===== src/rtl/parking_occupancy_tracker.sv =====
// -----------------------------------------------------------------------------
// parking_occupancy_tracker
//
// Purpose:
//   Clocked, parametrised occupancy tracker for the parking-lot sensors.
//   Every raw spot sensor passes through a two-flop synchroniser and then a
//   per-spot debounce counter. Accepted changes update a registered
//   occupancy map. The block also produces a spots-left count, full and empty
//   flags, one-cycle arrival/departure pulses and a wrapping count of entries.
//
// Optional feature macro:
//   PARKING_PEAK_TRACK_EN - when defined, peak_occ_o tracks the highest
//                           occupancy seen since reset or the last
//                           clear_stats_i. When undefined, peak_occ_o is tied
//                           to 0 and no peak register exists.
//
// Parameters:
//   N_SPOTS  - number of parking spots (>= 1)
//   DEBOUNCE - number of consecutive synchronised cycles a change must
//              persist before it is accepted (>= 1)
//   ENTRY_W  - width of the total-entries counter
//   CNT_W    - derived width of the count outputs (local, not overridable)
//
// Ports:
//   clk_i           in   1        system clock; all state changes on the
//                                 rising edge
//   reset_i         in   1        asynchronous active-high reset
//   spot_sense_i    in   N_SPOTS  raw sensors, 1 = car parked; these are
//                                 asynchronous to clk_i
//   clear_stats_i   in   1        synchronous clear of the statistics
//   occupied_o      out  N_SPOTS  debounced occupancy map
//   spots_left_o    out  CNT_W    N_SPOTS minus the number of occupied spots
//   full_o          out  1        high when no spots are left
//   empty_o         out  1        high when every spot is free
//   arrive_pulse_o  out  1        at least one spot went 0->1 this update
//   depart_pulse_o  out  1        at least one spot went 1->0 this update
//   total_entries_o out  ENTRY_W  running count of accepted arrivals, wraps
//   peak_occ_o      out  CNT_W    peak occupancy (0 without the macro)
// -----------------------------------------------------------------------------
module parking_occupancy_tracker #(
  parameter  int N_SPOTS  = 3,
  parameter  int DEBOUNCE = 4,
  parameter  int ENTRY_W  = 8,
  localparam int CNT_W    = $clog2(N_SPOTS + 1)
) (
  input  logic               clk_i,
  input  logic               reset_i,
  input  logic [N_SPOTS-1:0] spot_sense_i,
  input  logic               clear_stats_i,
  output logic [N_SPOTS-1:0] occupied_o,
  output logic [CNT_W-1:0]   spots_left_o,
  output logic               full_o,
  output logic               empty_o,
  output logic               arrive_pulse_o,
  output logic               depart_pulse_o,
  output logic [ENTRY_W-1:0] total_entries_o,
  output logic [CNT_W-1:0]   peak_occ_o
);

  // The debounce counter only has to reach DEBOUNCE-1. At that point the
  // next mismatching edge is the DEBOUNCE-th one, and it accepts the change.
  localparam int DB_W = (DEBOUNCE > 1) ? $clog2(DEBOUNCE) : 1;
  localparam logic [DB_W-1:0]  DB_LAST   = DB_W'(DEBOUNCE - 1);
  localparam logic [CNT_W-1:0] SPOTS_CNT = CNT_W'(N_SPOTS);

  function automatic logic [CNT_W-1:0] popcount(input logic [N_SPOTS-1:0] v);
    logic [CNT_W-1:0] c;
    c = '0;
    for (int i = 0; i < N_SPOTS; i++) begin
      c = c + CNT_W'(v[i]);
    end
    return c;
  endfunction

  logic [N_SPOTS-1:0]           sync1_q;
  logic [N_SPOTS-1:0]           sync2_q;
  logic [N_SPOTS-1:0][DB_W-1:0] cnt_q;
  logic [N_SPOTS-1:0][DB_W-1:0] cnt_d;
  logic [N_SPOTS-1:0]           occ_q;
  logic [N_SPOTS-1:0]           occ_d;
  logic                         arrive_q;
  logic                         arrive_d;
  logic                         depart_q;
  logic                         depart_d;
  logic [ENTRY_W-1:0]           total_q;
  logic [ENTRY_W-1:0]           total_d;

  logic [N_SPOTS-1:0]           toggle;
  logic [N_SPOTS-1:0]           rises;
  logic [N_SPOTS-1:0]           falls;
  logic [CNT_W-1:0]             arr_cnt;
  logic [CNT_W-1:0]             occ_cnt;

  // Two-flop synchroniser for the raw sensor inputs.
  always_ff @(posedge clk_i or posedge reset_i) begin
    if (reset_i) begin
      sync1_q <= '0;
      sync2_q <= '0;
    end else begin
      sync1_q <= spot_sense_i;
      sync2_q <= sync1_q;
    end
  end

  // Per-spot debounce. A spot whose synchronised input agrees with its
  // accepted state holds its counter at zero. This also rejects any glitch
  // that returns to match before the counter has reached its last value.
  always_comb begin
    cnt_d  = cnt_q;
    toggle = '0;
    for (int i = 0; i < N_SPOTS; i++) begin
      if (sync2_q[i] == occ_q[i]) begin
        cnt_d[i] = '0;
      end else if (cnt_q[i] == DB_LAST) begin
        cnt_d[i]  = '0;
        toggle[i] = 1'b1;
      end else begin
        cnt_d[i] = cnt_q[i] + DB_W'(1);
      end
    end
  end

  always_comb begin
    rises    = toggle & ~occ_q;
    falls    = toggle & occ_q;
    occ_d    = occ_q ^ toggle;
    arrive_d = |rises;
    depart_d = |falls;
    arr_cnt  = popcount(rises);
    // A clear wins over arrivals on the same edge; those arrivals are lost.
    if (clear_stats_i) begin
      total_d = '0;
    end else begin
      total_d = total_q + ENTRY_W'(arr_cnt);
    end
  end

  always_ff @(posedge clk_i or posedge reset_i) begin
    if (reset_i) begin
      cnt_q    <= '0;
      occ_q    <= '0;
      arrive_q <= 1'b0;
      depart_q <= 1'b0;
      total_q  <= '0;
    end else begin
      cnt_q    <= cnt_d;
      occ_q    <= occ_d;
      arrive_q <= arrive_d;
      depart_q <= depart_d;
      total_q  <= total_d;
    end
  end

  // These status outputs come only from the occupancy register, so there is
  // no combinational path from the sensor pins to them.
  assign occ_cnt        = popcount(occ_q);
  assign spots_left_o   = SPOTS_CNT - occ_cnt;
  assign full_o         = (spots_left_o == '0);
  assign empty_o        = (spots_left_o == SPOTS_CNT);
  assign occupied_o     = occ_q;
  assign arrive_pulse_o = arrive_q;
  assign depart_pulse_o = depart_q;
  assign total_entries_o = total_q;

`ifdef PARKING_PEAK_TRACK_EN
  logic [CNT_W-1:0] peak_q;
  logic [CNT_W-1:0] peak_d;

  // The peak samples the registered occupancy, so it trails occupied_o by
  // one cycle. A clear restarts tracking from the occupancy at that moment.
  always_comb begin
    if (clear_stats_i) begin
      peak_d = occ_cnt;
    end else if (occ_cnt > peak_q) begin
      peak_d = occ_cnt;
    end else begin
      peak_d = peak_q;
    end
  end

  always_ff @(posedge clk_i or posedge reset_i) begin
    if (reset_i) begin
      peak_q <= '0;
    end else begin
      peak_q <= peak_d;
    end
  end

  assign peak_occ_o = peak_q;
`else
  assign peak_occ_o = '0;
`endif

endmodule


===== config.mk =====
export PLATFORM = sky130hd
export DESIGN_NAME = parking_occupancy_tracker
export DESIGN_NICKNAME = d
export VERILOG_FILES = /design/src/rtl/parking_occupancy_tracker.sv
export SDC_FILE = /design/constraint.sdc
export NUM_CORES = 1
export LEC_CHECK = 0
export ABC_AREA = 1
export BUFFER_PORTS_ARGS = -buffer_cell sky130_fd_sc_hd__buf_2
export CAP_MARGIN = 40
export CELL_PAD_IN_SITES_DETAIL_PLACEMENT = 1
export CELL_PAD_IN_SITES_GLOBAL_PLACEMENT = 2
export CORE_MARGIN = 8
export CORE_UTILIZATION = 34
export DETAILED_ROUTE_END_ITERATION = 10
export MAX_ROUTING_LAYER = met4
export PLACE_DENSITY_LB_ADDON = 0.1
export SLEW_MARGIN = 30
export SYNTH_ARGS = -nofsm -noshare
export SYNTH_HDL_FRONTEND = slang
export SYNTH_SLANG_ARGS = --single-unit
export TNS_END_PERCENT = 100

===== constraint.sdc =====
create_clock -name clk_i -period 4.84 [get_ports clk_i]
set_input_delay 0.968 -clock clk_i [delete_from_list [all_inputs] [get_ports clk_i]]
set_output_delay 0.968 -clock clk_i [all_outputs]
set_load 0.05 [all_outputs]

# [After elaboration in Yosys (flattened, before gate mapping)]
# Cells that the tools add are included.
[classes] n_addsub=9 n_mul=0 div_mod_pow=0 order_cmp=0 n_eq_ne=7 shifts=0 mux=13 bitwise_logic=4 reduce_logical=3
[op_table] op="two-way mux 2 bit" count=6
[op_table] op="adder 8 x 2 -> 8 bit" count=1
[op_table] op="== test 2 bit (second input constant)" count=4
[op_table] op="two-way mux 8 bit" count=1
[op_table] op="adder 2 x 1 -> 2 bit (second input constant)" count=3
[op_table] op="bitwise AND 3 bit" count=2
[op_table] op="two-way mux 1 bit" count=6
[op_table] op="OR reduction 3 bit" count=2
[op_table] op="adder 1 x 1 -> 2 bit" count=2
[op_table] op="adder 2 x 1 -> 2 bit" count=2
[op_table] op="== test 1 bit" count=3
[op_table] op="NOT 3 bit" count=1
[op_table] op="bitwise XOR 3 bit" count=1
[op_table] op="zero test 2 bit" count=1
[op_table] op="subtractor 2 bit (first input constant)" count=1
[totals] ff_bits=25 latchBits=0 ramBits=0 mem_bits_ro=0 inputBits=6 output_inout_bits=19 elab_cells=45 mem_count=0

# [Depth between registers and ports, before layout]
# Gate-level depths: netlist of run 1.
[logic_depth] ltp_word=8 ltp_mapped=12 depth_no_buf=12

# [Least setup slack after synthesis of run 1]
# No wires, ideal clock.
[synth_path] kind="flip-flop to output port" start="reg (tool-made name)" end="out empty_o" t_arrival_ns=1.925 t_required_ns=3.872 slack_ns=1.947 stages_incl_launch_ff=3 n_path_buf=0 cell_sequence="dfrtp_1 fa_1 nor2_1"
[synth_rtl] item="end, declared" line_no="53" text="output logic empty_o,"

==> flow_results.xml, run 1 <==
<?xml version="1.0" encoding="UTF-8"?>
<metrics>
  <group name="route">
    <metric name="final_antenna_net_count" unit="">0</metric>
    <metric name="remaining_drc_errors" unit="">0</metric>
    <metric name="vias" unit="">840</metric>
    <metric name="final_wirelength" unit="microns">2400</metric>
    <metric name="routedWlPerCell" unit="microns">12.6</metric>
    <metric name="post_drt_via_cell_ratio" unit="">4.42</metric>
    <metric name="drt-pass1-iter-count" unit="">4</metric>
    <metric name="dr.first_iter.drc_count" unit="">19</metric>
  </group>
  <group name="critical_path">
    <metric name="chain_of_cells_forming_the_critical_path" unit="">fa_1 -&gt; nand2_1 -&gt; inv_1 -&gt; buf_2</metric>
    <metric name="setup.worst_path.end_class" unit="">primary output</metric>
    <metric name="crit_fanout" unit="">5</metric>
    <metric name="critical_path_class" unit="">reg2out</metric>
    <metric name="crit_arrival" unit="ns">1.77</metric>
    <metric name="critical_path_required" unit="ns">3.87</metric>
    <metric name="crit_slowest_cell" unit="">sky130_fd_sc_hd__fa_1</metric>
    <metric name="worst_path_largest_cell_delay" unit="ns">0.60</metric>
    <metric name="setup.worst_path.start_class" unit="">register</metric>
    <metric name="worstPathBufferInverterCount" unit="">2</metric>
    <metric name="cpLargestDelayFamily" unit="">adder cells</metric>
  </group>
  <group name="floorplanning">
    <metric name="dieHeight" unit="microns">73.6</metric>
    <metric name="overall_die_area" unit="sq mm">0.00542</metric>
    <metric name="die_width" unit="microns">73.6</metric>
    <metric name="core_area" unit="sq mm">0.00326</metric>
    <metric name="rows" unit="">21</metric>
    <metric name="pin_count" unit="">25</metric>
    <metric name="floorplan.initialDensity" unit="">0.347</metric>
  </group>
  <group name="global_routing">
    <metric name="grt_use_met2" unit="">0.171</metric>
    <metric name="met1_usage" unit="">0.115</metric>
    <metric name="first_global_vias" unit="">929</metric>
    <metric name="grt_remaining_overflow" unit="">0</metric>
    <metric name="largest_net_degree_at_the_start_of_global_routing" unit="">26</metric>
    <metric name="grt.busiest_layer" unit="">met2</metric>
    <metric name="grt_first_pass_wirelength" unit="microns">4200</metric>
    <metric name="global_route.usage.total" unit="">0.102</metric>
    <metric name="gr-usage-met3" unit="">0.0273</metric>
    <metric name="grt_antenna_before_repair" unit="">0</metric>
  </group>
  <group name="clocking">
    <metric name="tritoncts_num_sinks" unit="">25</metric>
    <metric name="cts_setup_buffers" unit="">0</metric>
    <metric name="numCtsBuffers" unit="">3</metric>
    <metric name="cts-hold-fix-buffers" unit="">0</metric>
    <metric name="root_buffer" unit="">sky130_fd_sc_hd__clkbuf_4</metric>
    <metric name="cts_max_path_buffers" unit="">2</metric>
    <metric name="clkSlewWorstSetupHoldPaths" unit="ns">0.15</metric>
    <metric name="cts_resized" unit="">0</metric>
    <metric name="tritoncts" unit="">built</metric>
    <metric name="total_number_of_h_tree_levels" unit="">1</metric>
    <metric name="worstSkewPairLatency" unit="ns">0.32</metric>
  </group>
  <group name="timing">
    <metric name="fmaxAchievable" unit="GHz">0.366</metric>
    <metric name="final_hold_violations" unit="">0</metric>
    <metric name="final.setup.tns" unit="ns">0</metric>
    <metric name="fin_crit_sh" unit="">0.565</metric>
    <metric name="max_slew_margin" unit="">0.639</metric>
    <metric name="unrepaired_setup_endpoints_after_global_routing" unit="">no</metric>
    <metric name="fin_skew" unit="ns">0.00889</metric>
    <metric name="max_slew.worst_pin.slew" unit="ns">0.541</metric>
    <metric name="post-route-min-period" unit="ns">2.73</metric>
    <metric name="final_max_slew_viol_count" unit="">0</metric>
    <metric name="setup-violations-final" unit="">0</metric>
  </group>
  <group name="placed_design">
    <metric name="placed_area" unit="sq mm">0.00129</metric>
    <metric name="number_of_i_o_port_buffers" unit="">22</metric>
    <metric name="post-place-cells" unit="">186</metric>
    <metric name="hpwl" unit="microns">1890</metric>
    <metric name="place_congestion" unit="">0.742</metric>
  </group>
  <group name="layout">
    <metric name="final-instance-count-excl-fill" unit="">190</metric>
    <metric name="area.growth.synth_to_final" unit="%">16.5</metric>
    <metric name="diodes_inserted" unit="">0</metric>
    <metric name="final_core_utilization" unit="">0.404</metric>
    <metric name="most_frequent_standard_cell_in_the_layout_excluding_fill_and_tap_cells" unit="">sky130_fd_sc_hd__dfrtp_1</metric>
    <metric name="most-common-layout-cells" unit="">sky130_fd_sc_hd__dfrtp_1 (25), sky130_fd_sc_hd__buf_2 (22), sky130_fd_sc_hd__nand2_1 (20), sky130_fd_sc_hd__inv_1 (20), sky130_fd_sc_hd__nor2_1 (19)</metric>
    <metric name="layout.filler_cells" unit="">410</metric>
    <metric name="post-route-cell-area" unit="sq mm">0.00132</metric>
    <metric name="post_route_cells_drive_above_1_share" unit="">0.215</metric>
    <metric name="nets" unit="">159</metric>
  </group>
  <group name="logic_synthesis">
    <metric name="synthDominantCellAreaShare" unit="">0.554</metric>
    <metric name="synth_seq_area_share" unit="">0.554</metric>
    <metric name="synth.ff_latch_count" unit="">25</metric>
    <metric name="synth_top_cells_by_area" unit="">sky130_fd_sc_hd__dfrtp_1 (55%), sky130_fd_sc_hd__inv_1 (7.0%), sky130_fd_sc_hd__nand2_1 (6.6%)</metric>
    <metric name="postSynthCellCount" unit="">119</metric>
    <metric name="synth_cell_type_count" unit="">17</metric>
    <metric name="synth_area_leader_cell" unit="">sky130_fd_sc_hd__dfrtp_1</metric>
    <metric name="yosys_warnings" unit="">0</metric>
    <metric name="synth.cell_area" unit="sq mm">0.00113</metric>
    <metric name="synth_area_per_cell" unit="sq um">9.49</metric>
  </group>
  <group name="worst_hold_path">
    <metric name="worstHoldPathType" unit="">reg2reg</metric>
  </group>
  <group name="outcome">
    <metric name="status" unit="">finished clean</metric>
  </group>
  <group name="power">
    <metric name="vdd_drop_max" unit="uV">172</metric>
    <metric name="cell_leakage_power" unit="nW">0.703</metric>
    <metric name="report.power.total" unit="mW">0.734</metric>
    <metric name="pwr_cell_area" unit="mW/mm^2">557</metric>
  </group>
  <group name="job">
    <metric name="max-cap-violations" unit="">0</metric>
  </group>
</metrics>
==> power by group <==
part,internal (mW),total (mW),switching [mW]
Clock,0.0315,0.0972,0.0657
Sequential,0.248,0.284,0.0362
Combinational,0.0854,0.353,0.267
==> kinds of logic (layout without fill, tap and decap cells) <==
kind of cell,after synthesis,after routing,synth area share
xor+xnor,3,3,0.0233
buf+inv,23,47,0.0831
flops,25,25,0.554
compound gates,9,9,0.0421
other cells,1,2,0.00332
fa+ha+maj,8,8,0.109
simple gates,50,50,0.186
==> per-stage QoR <==
stage          setup slack, ns  hold WS (ns)
6_report                  2.11         0.374
2_1_floorplan             1.95         0.331
3_5_place_dp              2.38         0.336
5_1_grt                   1.99         0.385
4_1_cts                   2.06         0.370
3_3_place_gp              2.43         0.334
==> area by class of cell <==
cell class                      instances  area [sq um]  area share
Clock buffer                            3          22.5      0.0171
Clock inverter                          1          7.51     0.00570
Inverter                               21          78.8      0.0599
Multi-Input combinational cell         72           414       0.315
Sequential cell                        25           626       0.475
Tap cell                               46          57.6      0.0437
Timing Repair Buffer                   22           110      0.0837
==> worst reg2reg max path, cell delays in order (launching register included) <==
cell                      delay, ns
sky130_fd_sc_hd__dfrtp_1       0.41
sky130_fd_sc_hd__ha_1          0.25
sky130_fd_sc_hd__nand2_1       0.10
sky130_fd_sc_hd__nor2_1        0.07
sky130_fd_sc_hd__fa_1          0.51
sky130_fd_sc_hd__ha_1          0.18
sky130_fd_sc_hd__inv_1         0.06
sky130_fd_sc_hd__fa_1          0.39
sky130_fd_sc_hd__inv_1         0.08
sky130_fd_sc_hd__nand2_1       0.05
sky130_fd_sc_hd__nor2_1        0.15
sky130_fd_sc_hd__a21oi_1       0.09
sky130_fd_sc_hd__nor2_1        0.09
==> worst paths after layout <==
kind	from	endpoint	slack, ns	depth (start not counted)
hold reg to reg	sync1_q[2]	sync2_q[2]	0.37	0
min in group asynchronous	reset_i	sync1_q[2]	0.66	2
max in group asynchronous	reset_i	total_entries_o[1]	3.81	2
setup / recovery	register	full_o	2.11	4
hold / removal	sync1_q[2]	sync2_q[2]	0.37	0
setup reg to reg	cnt_q[0]	total_entries_o[6]	2.35	12
==> cells in the mapped netlist <==
cell	n
sky130_fd_sc_hd__nand3_1	4
sky130_fd_sc_hd__conb_1	1
sky130_fd_sc_hd__o21ai_0	5
sky130_fd_sc_hd__o211ai_1	1
sky130_fd_sc_hd__a21oi_1	3
sky130_fd_sc_hd__nand2_1	20
sky130_fd_sc_hd__nand2_2	1
sky130_fd_sc_hd__nor2_1	19
sky130_fd_sc_hd__dfrtp_1	25
sky130_fd_sc_hd__buf_4	2
sky130_fd_sc_hd__nor3_1	3
sky130_fd_sc_hd__fa_1	3
sky130_fd_sc_hd__nor2_2	2
sky130_fd_sc_hd__inv_1	21
sky130_fd_sc_hd__nor3_2	1
sky130_fd_sc_hd__ha_1	5
sky130_fd_sc_hd__xnor2_1	3
==> layer usage <==
metal	part of all wire	wire length, microns	vias up
li1	-	-	408
met1	0.46	1090	414
met2	0.49	1170	16
met3	0.051	123	2
met4	0.0050	12	0
met5	0	0	-
Power figures use the tool's default switching activity.
==> run 2, diff against run 1 <==
--- a/config.mk
+++ b/config.mk
@@ -11,7 +11,7 @@
 export CELL_PAD_IN_SITES_DETAIL_PLACEMENT = 1
 export CELL_PAD_IN_SITES_GLOBAL_PLACEMENT = 2
 export CORE_MARGIN = 8
-export CORE_UTILIZATION = 34
+export CORE_UTILIZATION = 28
 export DETAILED_ROUTE_END_ITERATION = 10
 export MAX_ROUTING_LAYER = met4
 export PLACE_DENSITY_LB_ADDON = 0.1
==> constraint.sdc (replaced) <==
create_clock -name clk_i -period 2.3 [get_ports clk_i]
set_input_delay 0.46 -clock clk_i [delete_from_list [all_inputs] [get_ports clk_i]]
set_output_delay 0.46 -clock clk_i [all_outputs]
set_load 0.05 [all_outputs]
==> run 2 against run 1 <==
Die area rose by 17%. Clock power rose to 2.6 times the previous value. Cell area rose by 11%. Total power rose by 130%. Register-to-register slack got worse by 2.3 ns. Clock skew fell by 0.0078 ns. Utilization fell by 3.3 points. Via count rose by 2.1%. First-iteration DRC count rose by 74%. Cell count rose by 7.4%. Largest power group unchanged. Highest routed layer unchanged.
==> flow_results.xml, run 2 (synthesis results as in run 1) <==
<?xml version="1.0" encoding="UTF-8"?>
<metrics>
  <group name="outcome">
    <metric name="status" unit="">finished clean</metric>
  </group>
  <group name="critical_path">
    <metric name="critical_path_required" unit="ns">2.50</metric>
    <metric name="critical_path.reg2reg.startpoint" unit="">cnt_q[0]</metric>
    <metric name="worstRegToRegCells" unit="">12</metric>
    <metric name="crit_arrival" unit="ns">2.45</metric>
    <metric name="setup.worst_path.end_class" unit="">register</metric>
    <metric name="setup.worst_path.start_class" unit="">register</metric>
    <metric name="worstReg2RegEnd" unit="">total_entries_o[6]</metric>
    <metric name="ff2ff_setup_slack" unit="ns">0.05</metric>
    <metric name="critical_path_class" unit="">reg2reg</metric>
    <metric name="crit_fanout" unit="">2</metric>
  </group>
  <group name="timing">
    <metric name="final_max_slew_viol_count" unit="">0</metric>
    <metric name="fin_skew" unit="ns">0.00109</metric>
    <metric name="fin_crit_sh" unit="">0.980</metric>
    <metric name="fmaxAchievable" unit="GHz">0.444</metric>
    <metric name="post-route-worst-setup-slack" unit="ns">0.0463</metric>
    <metric name="unrepaired_setup_endpoints_after_global_routing" unit="">yes</metric>
    <metric name="final_hold_violations" unit="">0</metric>
    <metric name="post-route-min-period" unit="ns">2.25</metric>
    <metric name="setup-violations-final" unit="">0</metric>
  </group>
  <group name="floorplanning">
    <metric name="floorplan.initialDensity" unit="">0.287</metric>
    <metric name="core_area" unit="sq mm">0.00394</metric>
    <metric name="rows" unit="">23</metric>
    <metric name="die_width" unit="microns">79.5</metric>
    <metric name="pin_count" unit="">25</metric>
    <metric name="overall_die_area" unit="sq mm">0.00632</metric>
    <metric name="dieHeight" unit="microns">79.5</metric>
  </group>
  <group name="placed_design">
    <metric name="placement.setup.worst_slack" unit="ns">-0.114</metric>
    <metric name="place_congestion" unit="">0.767</metric>
    <metric name="hpwl" unit="microns">1910</metric>
    <metric name="number_of_i_o_port_buffers" unit="">22</metric>
  </group>
  <group name="clocking">
    <metric name="numCtsBuffers" unit="">3</metric>
    <metric name="worstSkewPairLatency" unit="ns">0.26</metric>
    <metric name="tritoncts" unit="">built</metric>
    <metric name="clkSlewWorstSetupHoldPaths" unit="ns">0.09</metric>
    <metric name="total_number_of_h_tree_levels" unit="">1</metric>
    <metric name="root_buffer" unit="">sky130_fd_sc_hd__clkbuf_8</metric>
    <metric name="cts_max_path_buffers" unit="">2</metric>
    <metric name="tritoncts_num_sinks" unit="">25</metric>
  </group>
  <group name="layout">
    <metric name="multi_input_comb_area" unit="sq um">460</metric>
    <metric name="most-common-layout-cells" unit="">sky130_fd_sc_hd__dfrtp_1 (23), sky130_fd_sc_hd__buf_2 (21), sky130_fd_sc_hd__inv_1 (19)</metric>
    <metric name="most_frequent_standard_cell_in_the_layout_excluding_fill_and_tap_cells" unit="">sky130_fd_sc_hd__dfrtp_1</metric>
    <metric name="post_route_cells_drive_above_1_share" unit="">0.364</metric>
    <metric name="nets" unit="">169</metric>
    <metric name="area.growth.synth_to_final" unit="%">29.6</metric>
    <metric name="diodes_inserted" unit="">0</metric>
    <metric name="layout.filler_cells" unit="">462</metric>
    <metric name="final-seq-area" unit="sq um">628</metric>
    <metric name="final_core_utilization" unit="">0.371</metric>
  </group>
  <group name="worst_hold_path">
    <metric name="worstHoldPathType" unit="">in2async</metric>
  </group>
  <group name="power">
    <metric name="cell_leakage_power" unit="nW">0.758</metric>
    <metric name="pwr_cell_area" unit="mW/mm^2">1140</metric>
    <metric name="vdd_drop_max" unit="uV">384</metric>
  </group>
  <group name="route">
    <metric name="final_wirelength" unit="microns">2440</metric>
    <metric name="drt-pass1-iter-count" unit="">4</metric>
    <metric name="vias" unit="">858</metric>
    <metric name="final_antenna_net_count" unit="">0</metric>
    <metric name="dr.first_iter.drc_count" unit="">33</metric>
    <metric name="remaining_drc_errors" unit="">0</metric>
    <metric name="post_drt_via_cell_ratio" unit="">4.21</metric>
    <metric name="routedWlPerCell" unit="microns">12.0</metric>
  </group>
  <group name="job">
    <metric name="max-cap-violations" unit="">0</metric>
  </group>
  <group name="global_routing">
    <metric name="grt_first_pass_wirelength" unit="microns">4350</metric>
    <metric name="grt_remaining_overflow" unit="">0</metric>
    <metric name="global_route.usage.total" unit="">0.0877</metric>
    <metric name="grt_antenna_before_repair" unit="">0</metric>
    <metric name="first_global_vias" unit="">915</metric>
    <metric name="largest_net_degree_at_the_start_of_global_routing" unit="">26</metric>
  </group>
</metrics>
run 2: what timing repair did:
item                                   4_1_cts  5_1_grt
setup endpoints to repair                    2        7
gates resized for setup                      8       10
endpoints found under the hold margin        0        0
gates cloned                                 0        0
buffers inserted                             1        3
pin swaps                                    1        3
hold buffers                                 0        0
run 2: metrics by stage:
stage	hold WS, ns	instance area, sq um	power, mW	std cells	TNS [ns]
4_1_cts	0.238	1410	1.68	201	0
2_1_floorplan	0.331	1140	1.19	120	-0.0385
3_5_place_dp	0.336	1340	1.40	196	-0.149
6_report	0.230	1460	1.67	204	0
3_3_place_gp	0.335	1340	1.38	196	-0.0353
5_1_grt	0.262	1460	1.81	204	-0.215
run 2: layout make-up:
| type | count | area share |
|---|---|---|
| sequential | 25 | 0.429 |
| multi-input combinational | 72 | 0.315 |
| timing repair buffer | 32 | 0.128 |
| inverter | 21 | 0.0538 |
| tap | 50 | 0.0427 |
| clock buffer | 3 | 0.0282 |
| clock inverter | 1 | 0.00342 |
run 2: worst max path at each step:
stage | startpoint | to | depth (start not counted)
after floorplan | cnt_q[0] | total_entries_o[6] | 12
after global placement | cnt_q[0] | total_entries_o[6] | 12
after detailed placement | cnt_q[0] | total_entries_o[6] | 12
after CTS | cnt_q[4] | total_entries_o[6] | 12
after global routing | cnt_q[0] | total_entries_o[6] | 12
final | cnt_q[0] | total_entries_o[6] | 12
run 2: power breakdown:
group,leakage (nW),switching (mW),internal [mW],total (mW)
combinational,0.411,0.592,0.236,0.828
sequential,0.322,0.0616,0.525,0.586
clock,0.0255,0.135,0.121,0.256
run 2: critical path: stages (launching register included):
cell and delay, ns:
sky130_fd_sc_hd__dfrtp_1 0.39, sky130_fd_sc_hd__ha_2 0.19, sky130_fd_sc_hd__nand2_2 0.09, sky130_fd_sc_hd__nor2_4 0.04, sky130_fd_sc_hd__fa_1 0.51, sky130_fd_sc_hd__ha_2 0.18
sky130_fd_sc_hd__inv_2 0.04, sky130_fd_sc_hd__fa_2 0.37, sky130_fd_sc_hd__inv_2 0.08, sky130_fd_sc_hd__nand2_2 0.05, sky130_fd_sc_hd__nor2_4 0.11, sky130_fd_sc_hd__a21oi_2 0.06
sky130_fd_sc_hd__nor2_1 0.08
run 2: metal layers:
metal / global-route usage / share of wire
met5: - / 0
met4: 0.0278 / 0.0041
met3: 0.0214 / 0.041
met2: 0.130 / 0.44
met1: 0.114 / 0.51
